### config.mk
export PLATFORM = sky130hd
export DESIGN_NAME = sigmoid_reg_loader_flat
export DESIGN_NICKNAME = d
export VERILOG_FILES = /design/src/rtl/sigmoid_reg_loader_if.sv /design/src/rtl/sigmoid_reg_loader.sv /design/src/flat_wrapper.sv
export SDC_FILE = /design/constraint.sdc
export NUM_CORES = 1
export LEC_CHECK = 0
export BUFFER_PORTS_ARGS = -buffer_cell sky130_fd_sc_hd__buf_2
export CAP_MARGIN = 20
export CORE_UTILIZATION = 48
export DETAILED_ROUTE_END_ITERATION = 6
export PLACE_DENSITY = 0.71
export SLEW_MARGIN = 25
export SYNTH_ARGS = -nofsm -noshare
export SYNTH_HDL_FRONTEND = slang
export SYNTH_SLANG_ARGS = --single-unit
### constraint.sdc
create_clock -name clk -period 3.3 [get_ports clk]
set_input_delay 0.165 -clock clk [delete_from_list [all_inputs] [get_ports clk]]
set_output_delay 0.165 -clock clk [all_outputs]
set_load 0.05 [all_outputs]
### src/rtl/sigmoid_reg_loader_if.sv
// Stream-in / register-file-write bus of the sigmoid loader.
// master = loader side, slave = activation datapath plus register file side.
interface sigmoid_reg_loader_if #(
    parameter int unsigned DATA_W = 4,
    parameter int unsigned ADDR_W = 5
);
    logic              in_valid;
    logic [DATA_W-1:0] in_data;
    logic              in_ready;
    logic              write_en;
    logic [ADDR_W-1:0] address;
    logic [DATA_W-1:0] data_in;

    modport master (
        input  in_valid,
        input  in_data,
        output in_ready,
        output write_en,
        output address,
        output data_in
    );

    modport slave (
        output in_valid,
        output in_data,
        input  in_ready,
        input  write_en,
        input  address,
        input  data_in
    );
endinterface

### src/rtl/sigmoid_reg_loader.sv
// Write-side sequencer for the sigmoid register file: streams activations to
// addresses 0..NUM_REGS-1, or zero-fills them on a clear command.
module sigmoid_reg_loader #(
    parameter int unsigned NUM_REGS = 18,
    parameter int unsigned DATA_W   = 4,
    parameter int unsigned ADDR_W   = 5
) (
    input  logic              clk,
    input  logic              n_rst,
    input  logic              start,
    input  logic              clear,
    sigmoid_reg_loader_if.master bus,
    output logic              busy,
    output logic              done,
    output logic [ADDR_W-1:0] count
);

    typedef enum logic [1:0] {
        IDLE  = 2'd0,
        LOAD  = 2'd1,
        CLEAR = 2'd2,
        DONE  = 2'd3
    } state_t;

    localparam logic [ADDR_W-1:0] LAST_ADDR = ADDR_W'(NUM_REGS - 1);
    localparam logic [ADDR_W-1:0] ONE       = ADDR_W'(1);

    state_t            state_q;
    logic [ADDR_W-1:0] ptr_q;
    logic [ADDR_W-1:0] count_q;
    logic [ADDR_W-1:0] address_q;
    logic [DATA_W-1:0] data_q;
    logic              write_en_q;
    logic              in_ready_q;
    logic              busy_q;
    logic              done_q;

    always_ff @(posedge clk or negedge n_rst) begin
        if (!n_rst) begin
            state_q    <= IDLE;
            ptr_q      <= '0;
            count_q    <= '0;
            address_q  <= '0;
            data_q     <= '0;
            write_en_q <= 1'b0;
            in_ready_q <= 1'b0;
            busy_q     <= 1'b0;
            done_q     <= 1'b0;
        end else begin
            write_en_q <= 1'b0;
            done_q     <= 1'b0;
            unique case (state_q)
                IDLE: begin
                    // Clear issues its address-0 write on entry so the zero-fill
                    // is back-to-back starting the cycle after the command.
                    if (clear) begin
                        write_en_q <= 1'b1;
                        address_q  <= '0;
                        data_q     <= '0;
                        count_q    <= ONE;
                        ptr_q      <= ONE;
                        if (LAST_ADDR == '0) begin
                            state_q <= DONE;
                            done_q  <= 1'b1;
                        end else begin
                            state_q <= CLEAR;
                            busy_q  <= 1'b1;
                        end
                    end else if (start) begin
                        state_q    <= LOAD;
                        busy_q     <= 1'b1;
                        in_ready_q <= 1'b1;
                        ptr_q      <= '0;
                        count_q    <= '0;
                    end
                end
                LOAD: begin
                    if (bus.in_valid) begin
                        write_en_q <= 1'b1;
                        address_q  <= ptr_q;
                        data_q     <= bus.in_data;
                        count_q    <= count_q + ONE;
                        if (ptr_q == LAST_ADDR) begin
                            state_q    <= DONE;
                            in_ready_q <= 1'b0;
                            busy_q     <= 1'b0;
                            done_q     <= 1'b1;
                        end else begin
                            ptr_q <= ptr_q + ONE;
                        end
                    end
                end
                CLEAR: begin
                    write_en_q <= 1'b1;
                    address_q  <= ptr_q;
                    data_q     <= '0;
                    count_q    <= count_q + ONE;
                    if (ptr_q == LAST_ADDR) begin
                        state_q <= DONE;
                        busy_q  <= 1'b0;
                        done_q  <= 1'b1;
                    end else begin
                        ptr_q <= ptr_q + ONE;
                    end
                end
                DONE: begin
                    state_q <= IDLE;
                end
                default: begin
                    state_q <= IDLE;
                end
            endcase
        end
    end

    assign bus.in_ready = in_ready_q;
    assign bus.write_en = write_en_q;
    assign bus.address  = address_q;
    assign bus.data_in  = data_q;
    assign busy         = busy_q;
    assign done         = done_q;
    assign count        = count_q;

endmodule

### src/flat_wrapper.sv
// flat-port wrapper written by rule: the top's interface ports become plain ports
module sigmoid_reg_loader_flat 
#(
    parameter int unsigned NUM_REGS = 18,
    parameter int unsigned DATA_W   = 4,
    parameter int unsigned ADDR_W   = 5
)
  (clk, n_rst, start, clear, busy, done, count, bus_in_valid, bus_in_data, bus_in_ready, bus_write_en, bus_address, bus_data_in);
  sigmoid_reg_loader_if #(.DATA_W(DATA_W), .ADDR_W(ADDR_W)) bus_i ();
  input  logic clk;
  input  logic n_rst;
  input  logic start;
  input  logic clear;
  output logic busy;
  output logic done;
  output logic [ADDR_W-1:0] count;
  input wire logic [$bits(bus_i.in_valid)-1:0] bus_in_valid;
  input wire logic [$bits(bus_i.in_data)-1:0] bus_in_data;
  output wire logic [$bits(bus_i.in_ready)-1:0] bus_in_ready;
  output wire logic [$bits(bus_i.write_en)-1:0] bus_write_en;
  output wire logic [$bits(bus_i.address)-1:0] bus_address;
  output wire logic [$bits(bus_i.data_in)-1:0] bus_data_in;
  assign bus_i.in_valid = bus_in_valid;
  assign bus_i.in_data = bus_in_data;
  assign bus_in_ready = bus_i.in_ready;
  assign bus_write_en = bus_i.write_en;
  assign bus_address = bus_i.address;
  assign bus_data_in = bus_i.data_in;
  sigmoid_reg_loader #(.NUM_REGS(NUM_REGS), .DATA_W(DATA_W), .ADDR_W(ADDR_W)) u_core (.clk(clk), .n_rst(n_rst), .start(start), .clear(clear), .bus(bus_i), .busy(busy), .done(done), .count(count));
endmodule
==> results.rst, run 1 <==
.. list-table::
   :header-rows: 1

   * - Metric
     - Value
   * - Run status
     - finished clean
   * - Yosys cell types
     - 33
   * - Flip-flop and latch count after synthesis
     - 25
   * - Simple-gate share of the synthesized area
     - 22.9%
   * - Critical Path AT
     - 2470 ps
   * - Final critical delay including setup and external delays
     - 2240 ps
   * - Hold Crit Depth
     - 3
   * - Post-CTS sizing
     - 0
   * - Detailed Route WL
     - 2680 um
   * - First-pass GRT wire length
     - 4260 um
   * - Routed wirelength normalized by instance count
     - 14.0 um
   * - Power density cells
     - 1050 nW/um^2
   * - Clock tree from TritonCTS
     - done
   * - Avg Synthesized Cell Area
     - 9.75 um^2
   * - Maximum clock insertion buffer count
     - 2
   * - Number of nets in the finished design
     - 180
   * - RSZ-0062 raised after global routing
     - no
   * - Congestion Overflow GR
     - 0
   * - Syn. warnings
     - 0
   * - Reg-to-Reg Start
     - u_core.state_q[0]$_DFFE_PN0P_
   * - Final cycle utilization of the critical path
     - 67.9%
   * - Fraction of the mapped netlist area in adder cells
     - 7.44%
   * - Main synth FF type
     - sky130_fd_sc_hd__dfrtp_1
   * - Number of global-route vias before repair
     - 990
   * - Slew Limit Headroom
     - 52.1%
   * - Pin count of the biggest net entering global routing
     - 28
   * - Per-cell via count in the routed design
     - 5.75
   * - Dpl cells
     - 187
   * - Area of the core
     - 2570 um^2
   * - Worst min-delay path class
     - in2reg
   * - DRT Pass-1 Iters
     - 4
   * - EDFF count, synth
     - 0
   * - Gpl congestion
     - 0.762
   * - Port Buffers
     - 26
   * - Layout cells sized above 1
     - 22.2%
   * - Sequential cell area fraction in the yosys report
     - 46.5%
   * - Share of synthesized flip-flops with an asynchronous set or reset
     - 100%
   * - Final number of setup-violating endpoints
     - 0
   * - Maximum vdd drop
     - 0.678 mV
   * - Post-Synthesis Net Count
     - 155
   * - CP required
     - 3530 ps
   * - Cell row count
     - 18
   * - Multiplexer area fraction after synthesis
     - 1.67%
   * - Endpoint kind of the worst setup timing path
     - flop
   * - Antenna Nets Post-Route
     - 0
   * - Final hold violations
     - 0
   * - Combined global-route utilization of all metal layers
     - 19.8%
   * - Ports placed on the boundary
     - 27
   * - Num Clock Sinks
     - 25
   * - Pins over their slew limit
     - 0
   * - Post-route non-filler standard cell count
     - 192
   * - Detailed Place HPWL
     - 1850 um
   * - Setup slack of the most critical reg-to-reg path
     - 1060 ps
   * - Post-synth design cell area
     - 1350 um^2
   * - Clock latency at the later pin of the worst-skew pair
     - 320 ps
   * - Crit path launch type
     - flop
   * - Cells after Synth
     - 138
   * - Number of antenna violations at the first check in global routing
     - 0
   * - Parity-gate share of the synthesized area counting xor and xnor cells
     - 0%
   * - DRC violation count after routing
     - 0
   * - CTS Buf Count
     - 3
   * - Reg clk slew, reported paths
     - 140 ps
   * - Die boundary width
     - 54.9 um
   * - Via count
     - 1104
   * - Die area
     - 3020 um^2
   * - Root cell of the clock tree
     - sky130_fd_sc_hd__clkbuf_4
   * - Largest fanout of any net on the critical path
     - 22
   * - Category of the critical setup timing path
     - reg2reg
   * - Worst slew pin tran
     - 718 ps
   * - Floorplan die height
     - 54.9 um
   * - R2R depth
     - 6
   * - Antenna diode instance count
     - 0
   * - Peak Freq
     - 447 MHz
   * - Sum of negative setup slack
     - 0 ps
   * - Max cap viols
     - 0
   * - Initial Util
     - 52.4%
   * - Worst Clk Skew
     - 2.46 ps
   * - Number of levels in the clock H-tree
     - 1
   * - DRT iter0 DRCs
     - 24
   * - Worst hold slack
     - 64.0 ps
   * - Synthesis-to-layout area growth
     - 12.3%
   * - Critical hold path startpoint
     - bus_in_data[0]
   * - Compound-gate portion of the synthesized area
     - 14.4%
   * - Endpoint of the lowest-slack register-to-register path
     - u_core.ptr_q[2]$_DFFE_PN0P_
   * - P_leak
     - 0.722 nW
   * - End of the worst hold path
     - u_core.bus.data_in[0]$_DFFE_PN0P_
   * - Dominant combinational cell family by area after synthesis
     - simple AND/OR/NAND/NOR gates
-- worst max-delay path, cell delays in order (launching register included) --
cell	delay, ps
sky130_fd_sc_hd__dfrtp_1	440
sky130_fd_sc_hd__inv_1	100
sky130_fd_sc_hd__ha_1	250
sky130_fd_sc_hd__nor3b_1	190
sky130_fd_sc_hd__or3_4	490
sky130_fd_sc_hd__or4_1	540
sky130_fd_sc_hd__o211ai_1	140
-- placed cells by master (no fill, tap or decap), types with 2 or more instances in the layout --
master                     Yosys  final
sky130_fd_sc_hd__inv_1        11     11
sky130_fd_sc_hd__nor3b_1       2      2
sky130_fd_sc_hd__nand2_1      14     14
sky130_fd_sc_hd__dfrtp_1      25     25
sky130_fd_sc_hd__clkbuf_4      0      3
sky130_fd_sc_hd__o32a_1        2      2
sky130_fd_sc_hd__and2_1        2      2
sky130_fd_sc_hd__ha_1          8      8
sky130_fd_sc_hd__nand3_1      18     18
sky130_fd_sc_hd__a31oi_1       2      2
sky130_fd_sc_hd__o21ai_0      12     12
sky130_fd_sc_hd__nor4b_1       3      3
sky130_fd_sc_hd__buf_4         1      2
sky130_fd_sc_hd__a21oi_1       4      4
sky130_fd_sc_hd__mux2_2        2      2
sky130_fd_sc_hd__nor2b_1       2      2
sky130_fd_sc_hd__buf_2         1     26
sky130_fd_sc_hd__o31ai_1       2      2
sky130_fd_sc_hd__nor2_1        3      3
sky130_fd_sc_hd__or4b_1        3      3
sky130_fd_sc_hd__a22o_1        2      2
sky130_fd_sc_hd__a221o_1       2      2
-- metrics by stage --
step	utilization (%)	instance area [um^2]	setup WS (ps)	total power [mW]
floorplan	-	1350	1350	1.27
CTS	58.8	1510	1110	1.59
global placement	57.4	1470	1290	1.41
detailed placement	57.4	1470	1170	1.45
global route	58.8	1510	1020	1.72
finish	58.8	1510	1060	1.58
-- worst max-delay path by stage --
| stage | startpoint | end | slack [ps] |
|---|---|---|---|
| floorplan | u_core.state_q[1]$_DFFE_PN0P_ | u_core.ptr_q[0]$_DFFE_PN0P_ | 1350 |
| global placement | u_core.state_q[0]$_DFFE_PN0P_ | u_core.count[3]$_DFFE_PN0P_ | 1290 |
| detailed placement | u_core.state_q[0]$_DFFE_PN0P_ | u_core.ptr_q[2]$_DFFE_PN0P_ | 1170 |
| CTS | u_core.state_q[0]$_DFFE_PN0P_ | u_core.ptr_q[2]$_DFFE_PN0P_ | 1110 |
| global route | u_core.state_q[0]$_DFFE_PN0P_ | u_core.ptr_q[2]$_DFFE_PN0P_ | 1020 |
| finish | u_core.state_q[0]$_DFFE_PN0P_ | u_core.ptr_q[2]$_DFFE_PN0P_ | 1060 |
-- final cells by class --
cell class | instances | area (um^2)
repair buffers | 29 | 155
inverters | 11 | 41.3
flip-flops and latches | 25 | 626
clock buffers | 4 | 26.3
multi-input cells | 93 | 624
fillers | 245 | 1060
well taps | 30 | 37.5
-- registers in the layout, indices dropped and copies added, names as in the netlist --
signal               flops
u_core.done              1
u_core.count             5
u_core.busy              1
u_core.bus.in_ready      1
u_core.state_q           2
u_core.bus.address       5
u_core.bus.data_in       4
u_core.bus.write_en      1
u_core.ptr_q             5
-- cells by family after synthesis --
| family | count (synthesis) |
|---|---|
| adder cells (fa/ha/maj) | 8 |
| multiplexers | 2 |
| buffers and inverters | 20 |
| AND/OR/NAND/NOR | 53 |
| flip-flops | 25 |
| AO/OA/AOI/OAI | 30 |
-- power by group --
part / leakage [nW] / switching (mW) / internal, mW
registers: 0.323 / 0.0944 / 0.413
logic: 0.384 / 0.636 / 0.300
clock network: 0.0150 / 0.0926 / 0.0473
total: 0.722 / 0.823 / 0.760
-- Yosys cell counts (all sizes together), types with 3 or more instances --
cell type	instances	area, um^2
inv	11	41.3
ha	8	100
nand2	14	52.6
clkbuf	5	18.8
nor2b	3	26.3
o21ai	13	65.1
or4b	3	30.0
nand3	18	90.1
nor4b	3	26.3
a21oi	4	20.0
nor2	3	11.3
buf	4	35.0
dfrtp	25	626
-- per-layer routing --
metal	track usage, %	wire length (um)	part of all wire (%)
met4	10.0	58	2.2
met3	3.01	145	5.4
met1	26.2	1220	45
met2	31.5	1260	47
met5	0	0	0
-- timing repair --
item                      in CTS  in global routing
hold buffers                   1                  0
setup buffers                  0                  0
hold endpoints to repair      25                  0
Power figures use the tool's default switching activity.
==> run 2, diff against run 1 <==
Clock period 3.3 ns to 2.34 ns, I/O delays scaled along.
==> results.rst, run 2 (synthesized netlist as in run 1, its figures left out) <==
.. list-table::
   :header-rows: 1

   * - Metric
     - Value
   * - Run status
     - finished clean
   * - Largest fanout of any net on the critical path
     - 22
   * - Slew Limit Headroom
     - 53.3%
   * - Switching power of the nets
     - 1.16 mW
   * - Cell row count
     - 18
   * - R2R depth
     - 6
   * - Endpoint of the lowest-slack register-to-register path
     - u_core.count[3]$_DFFE_PN0P_
   * - Critical Path AT
     - 2400 ps
   * - Ports placed on the boundary
     - 27
   * - Highest routing layer actually used
     - met4
   * - Final number of setup-violating endpoints
     - 0
   * - Num Clock Sinks
     - 25
   * - Number of antenna violations at the first check in global routing
     - 0
   * - Power density cells
     - 1470 nW/um^2
   * - Reg-to-Reg Start
     - u_core.state_q[0]$_DFFE_PN0P_
   * - Pins over their slew limit
     - 0
   * - Highest-count cells in the layout ignoring fill and taps
     - sky130_fd_sc_hd__buf_2 (26), sky130_fd_sc_hd__dfrtp_1 (25), sky130_fd_sc_hd__nand3_1 (18), sky130_fd_sc_hd__nand2_1 (14), sky130_fd_sc_hd__o21ai_0 (12)
   * - Number of nets in the finished design
     - 180
   * - Sequential cell area
     - 626 um^2
   * - Routed wirelength normalized by instance count
     - 13.5 um
   * - Reg clk slew, reported paths
     - 150 ps
   * - Per-cell via count in the routed design
     - 5.70
   * - P_leak
     - 0.724 nW
   * - Die boundary width
     - 54.9 um
   * - Proportion of power drawn by combinational gates
     - 59.1%
   * - Pin count of the biggest net entering global routing
     - 28
   * - CTS Buf Count
     - 3
   * - Worst hold slack
     - 18.7 ps
   * - Crit path launch type
     - flop
   * - Termination of the worst setup path
     - u_core.count[3]$_DFFE_PN0P_
   * - Detailed route wirelength on metal3
     - 166 um
   * - Antenna diode instance count
     - 0
   * - Sum of negative setup slack
     - 0 ps
   * - Metal1 wirelength
     - 1200 um
   * - Final cycle utilization of the critical path
     - 90.6%
   * - Maximum clock insertion buffer count
     - 2
   * - CP required
     - 2620 ps
   * - Final hold violations
     - 0
   * - Gpl congestion
     - 0.699
   * - Clock latency at the later pin of the worst-skew pair
     - 320 ps
   * - Initial Util
     - 52.4%
   * - Combined global-route utilization of all metal layers
     - 19.4%
   * - Source of the critical timing path
     - u_core.state_q[0]$_DFFE_PN0P_
   * - Floorplan die height
     - 54.9 um
   * - Worst slew pin tran
     - 701 ps
   * - Category of the critical setup timing path
     - reg2reg
   * - Routed met2 length
     - 1160 um
   * - Port Buffers
     - 26
   * - DRT Pass-1 Iters
     - 4
   * - Setup slack of the most critical reg-to-reg path
     - 220 ps
   * - Peak Freq
     - 471 MHz
   * - Antenna Nets Post-Route
     - 0
   * - Synthesis-to-layout area growth
     - 12.4%
   * - Detailed Route WL
     - 2590 um
   * - Cell Int Power
     - 1.07 mW
   * - Layout filler cell count
     - 221
   * - Switching portion of total power
     - 52.0%
   * - Final critical delay including setup and external delays
     - 2120 ps
   * - Number of global-route vias before repair
     - 947
   * - Endpoint kind of the worst setup timing path
     - flop
   * - Congestion Overflow GR
     - 0
   * - Via count
     - 1095
   * - Portion of total power attributed to the clock network
     - 9.0%
   * - First-pass GRT wire length
     - 4150 um
   * - Die area
     - 3020 um^2
   * - Most common library cell in the layout ignoring fill and taps
     - sky130_fd_sc_hd__buf_2
   * - Sequential fraction of design power
     - 31.9%
   * - Clock tree from TritonCTS
     - done
   * - DRT iter0 DRCs
     - 33
   * - Max cap viols
     - 0
   * - Worst min-delay path class
     - in2reg
   * - Multi-input gate area in the final layout
     - 624 um^2
   * - Maximum vdd drop
     - 0.957 mV
   * - Area of the core
     - 2570 um^2
   * - DRC violation count after routing
     - 0
   * - Number of levels in the clock H-tree
     - 1
   * - RSZ-0062 raised after global routing
     - no
   * - Layout cells sized above 1
     - 22.8%
   * - Worst Clk Skew
     - 7.85 ps
   * - Root cell of the clock tree
     - sky130_fd_sc_hd__clkbuf_4
   * - Detailed Place HPWL
     - 1840 um
## run 2: cell types whose count changed in the layout (fill, tap and decap cells not counted), sizes merged
| cell | before | now |
|---|---|---|
| clkbuf | 4 | 3 |
| clkinv | 0 | 1 |
## run 2: worst min-delay path by stage
stage	startpoint	depth (start not counted)	endpoint
after global placement	n_rst	1	u_core.bus.address[4]$_DFFE_PN0P_
after global routing	bus_in_data[2]	3	u_core.bus.data_in[2]$_DFFE_PN0P_
after detailed placement	n_rst	1	u_core.bus.address[4]$_DFFE_PN0P_
after CTS	bus_in_data[2]	3	u_core.bus.data_in[2]$_DFFE_PN0P_
after floorplan	n_rst	0	u_core.bus.address[0]$_DFFE_PN0P_
final	bus_in_data[2]	3	u_core.bus.data_in[2]$_DFFE_PN0P_
## run 2: final cells by class
cell class,instances,area share (%)
multi-input combinational,93,41.3
clock buffer,3,1.49
tap,30,2.48
timing repair buffer,29,10.3
sequential,25,41.4
inverter,11,2.73
clock inverter,1,0.331
## run 2: layer usage
layer	vias up	track usage [%]
met5	-	0
met4	0	8.75
met3	6	2.73
met2	40	32.1
met1	508	25.1
li1	541	-
## run 2: timing repair
item / CTS / global route
hold buffers: 1 / 0
endpoints found under the hold margin: 25 / 0
resized for setup: 0 / 0
setup buffers: 0 / 0
## run 2: power by group through the flow
stage,clock (mW),combinational (mW),sequential (mW)
6_report,0.200,1.32,0.712
2_1_floorplan,0,0.736,1.06
5_1_grt,0.215,1.45,0.743
3_5_place_dp,0,1.32,0.721
4_1_cts,0.200,1.32,0.713
3_3_place_gp,0,1.29,0.712
## run 2: critical path, cell delays in order (launching register included)
cell and delay, ps:
sky130_fd_sc_hd__dfrtp_1 430, sky130_fd_sc_hd__inv_1 100, sky130_fd_sc_hd__ha_1 240, sky130_fd_sc_hd__nor3b_1 190, sky130_fd_sc_hd__or3_4 490, sky130_fd_sc_hd__or4b_1 520, sky130_fd_sc_hd__nand3_1 90
## run 2: stage by stage
stage	setup slack (ps)	cell area, um^2	instances	util (%)	power (mW)
2_1_floorplan	388	1350	138	-	1.80
3_3_place_gp	329	1470	187	57.4	2.00
3_5_place_dp	233	1470	187	57.4	2.04
4_1_cts	219	1510	192	58.9	2.24
5_1_grt	131	1510	192	58.9	2.41
6_report	219	1510	192	58.9	2.23
==> run 3, diff against run 2 <==
Settings changed: CORE_UTILIZATION 48 to 50, PLACE_DENSITY 0.71 to 0.74.
==> results.rst, run 3 (synthesized netlist as in run 1, its figures left out) <==
.. list-table::
   :header-rows: 1

   * - Metric
     - Value
   * - First-pass GRT wire length
     - 4220 um
   * - Cell row count
     - 18
   * - RSZ-0062 raised after global routing
     - no
   * - Critical Path Slowest Stage Cell
     - sky130_fd_sc_hd__or4b_1
   * - CTS Buf Count
     - 3
   * - Final hold violations
     - 0
   * - Synthesis-to-layout area growth
     - 12.6%
   * - Maximum clock insertion buffer count
     - 2
   * - CP max stage delay
     - 540 ps
   * - Crit path launch type
     - flop
   * - Worst slew pin tran
     - 706 ps
   * - Number of global-route vias before repair
     - 960
   * - Root cell of the clock tree
     - sky130_fd_sc_hd__clkbuf_4
   * - R2R depth
     - 6
   * - Layout cells sized above 1
     - 22.8%
   * - Post-CTS setup buffer count
     - 0
   * - Reg clk slew, reported paths
     - 140 ps
   * - Gpl congestion
     - 0.703
   * - Power density cells
     - 1480 nW/um^2
   * - Most common library cell in the layout ignoring fill and taps
     - sky130_fd_sc_hd__buf_2
   * - Cell chain of the critical path
     - inv_1 > ha_1 > nor3b_1 > or3_4 > or4b_1 > nand3_1
   * - Combined global-route utilization of all metal layers
     - 20.6%
   * - Die boundary width
     - 53.9 um
   * - Routed wirelength normalized by instance count
     - 13.5 um
   * - Worst Clk Skew
     - 3.82 ps
   * - P_leak
     - 0.721 nW
   * - Clock tree from TritonCTS
     - done
   * - Clock latency at the later pin of the worst-skew pair
     - 330 ps
   * - Die area
     - 2900 um^2
   * - DRT Pass-1 Iters
     - 4
   * - Ports placed on the boundary
     - 27
   * - Largest fanout of any net on the critical path
     - 22
   * - Final cycle utilization of the critical path
     - 91.8%
   * - Max cap viols
     - 0
   * - Initial Util
     - 53.8%
   * - Antenna diode instance count
     - 0
   * - Num Clock Sinks
     - 25
   * - Maximum vdd drop
     - 1.03 mV
   * - Post-route cell area
     - 1510 um^2
   * - Hold Crit Depth
     - 3
   * - Peak Freq
     - 466 MHz
   * - CP required
     - 2610 ps
   * - DRT iter0 DRCs
     - 21
   * - Via count
     - 1088
   * - Detailed Place HPWL
     - 1830 um
   * - Congestion Overflow GR
     - 0
   * - Total cell area at the placement stage
     - 1470 um^2
   * - Number of nets in the finished design
     - 180
   * - Slew Limit Headroom
     - 53.0%
   * - Floorplan die height
     - 53.9 um
   * - Sum of negative setup slack
     - 0 ps
   * - Critical Path AT
     - 2420 ps
   * - Endpoint kind of the worst setup timing path
     - flop
   * - Per-cell via count in the routed design
     - 5.67
   * - Detailed Route WL
     - 2590 um
   * - Pins over their slew limit
     - 0
   * - Number of antenna violations at the first check in global routing
     - 0
   * - Area of the core
     - 2500 um^2
   * - Final critical delay including setup and external delays
     - 2150 ps
   * - Worst min-delay path class
     - in2reg
   * - Number of levels in the clock H-tree
     - 1
   * - Run status
     - finished clean
   * - DRC violation count after routing
     - 0
   * - Port Buffers
     - 26
   * - Pin count of the biggest net entering global routing
     - 28
   * - Antenna Nets Post-Route
     - 0
   * - Highest-count cells in the layout ignoring fill and taps
     - sky130_fd_sc_hd__buf_2 (26), sky130_fd_sc_hd__dfrtp_1 (25), sky130_fd_sc_hd__nand3_1 (18), sky130_fd_sc_hd__nand2_1 (14), sky130_fd_sc_hd__o21ai_0 (12)
   * - Category of the critical setup timing path
     - reg2reg
   * - Final number of setup-violating endpoints
     - 0
-- run 3: cell types whose count changed in the layout (fill, tap and decap cells not counted), sizes merged --
| cell | delta |
|---|---|
| clkinv | -1 |
| clkinvlp | +1 |
-- run 3: critical path: cells and delay by family, from the launching register on --
kind,cells,cell delay [ps]
buf+inv,1,100
flops,1,430
simple gates,4,1310
fa+ha+maj,1,240
-- run 3: area by class of cell --
class | count | area, um^2
fillers | 211 | 986
flip-flops and latches | 25 | 626
multi-input cells | 93 | 624
repair buffers | 29 | 155
inverters | 11 | 41.3
well taps | 30 | 37.5
clock buffers | 3 | 22.5
clock inverters | 1 | 7.51
-- run 3: repair_timing --
item | 4_1_cts | 5_1_grt
endpoints found under the hold margin | 25 | 0
resized for setup | 0 | 0
hold buffers | 1 | 0
-- run 3: layer usage --
layer / track usage, % / routed length (um)
met5: 0 / 0
met4: 5.26 / 21
met3: 5.93 / 135
met1: 26.4 / 1200
met2: 33.7 / 1230
-- run 3: stage by stage --
stage          total power, mW  hold slack (ps)  instances  worst slack [ps]  utilization [%]
6_report                  2.23             2.83        192               193             60.6
5_1_grt                   2.43             6.30        192              78.3             60.6
4_1_cts                   2.25            0.851        192               207             60.6
3_5_place_dp              2.04              133        187               266             59.0
3_3_place_gp              2.00              131        187               333             59.0
2_1_floorplan             1.80             -179        138               388                -
-- run 3: worst paths after layout --
| path | from | to | slack, ps |
|---|---|---|---|
| setup / recovery | u_core.state_q[0]$_DFFE_PN0P_ | u_core.count[3]$_DFFE_PN0P_ | 190 |
| hold / removal | bus_in_data[0] | u_core.bus.data_in[0]$_DFFE_PN0P_ | 3 |
| setup reg to reg | u_core.state_q[0]$_DFFE_PN0P_ | u_core.count[3]$_DFFE_PN0P_ | 190 |
| hold reg to reg | u_core.bus.address[3]$_DFFE_PN0P_ | u_core.bus.address[3]$_DFFE_PN0P_ | 520 |
| max in group asynchronous | n_rst | u_core.busy$_DFFE_PN0P_ | 1690 |
| min in group asynchronous | n_rst | u_core.bus.address[2]$_DFFE_PN0P_ | 290 |
-- run 3: where the power goes --
part	internal [mW]	switching [mW]	total, mW
sequential	0.582	0.131	0.713
clock	0.0655	0.137	0.203
combinational	0.423	0.896	1.32
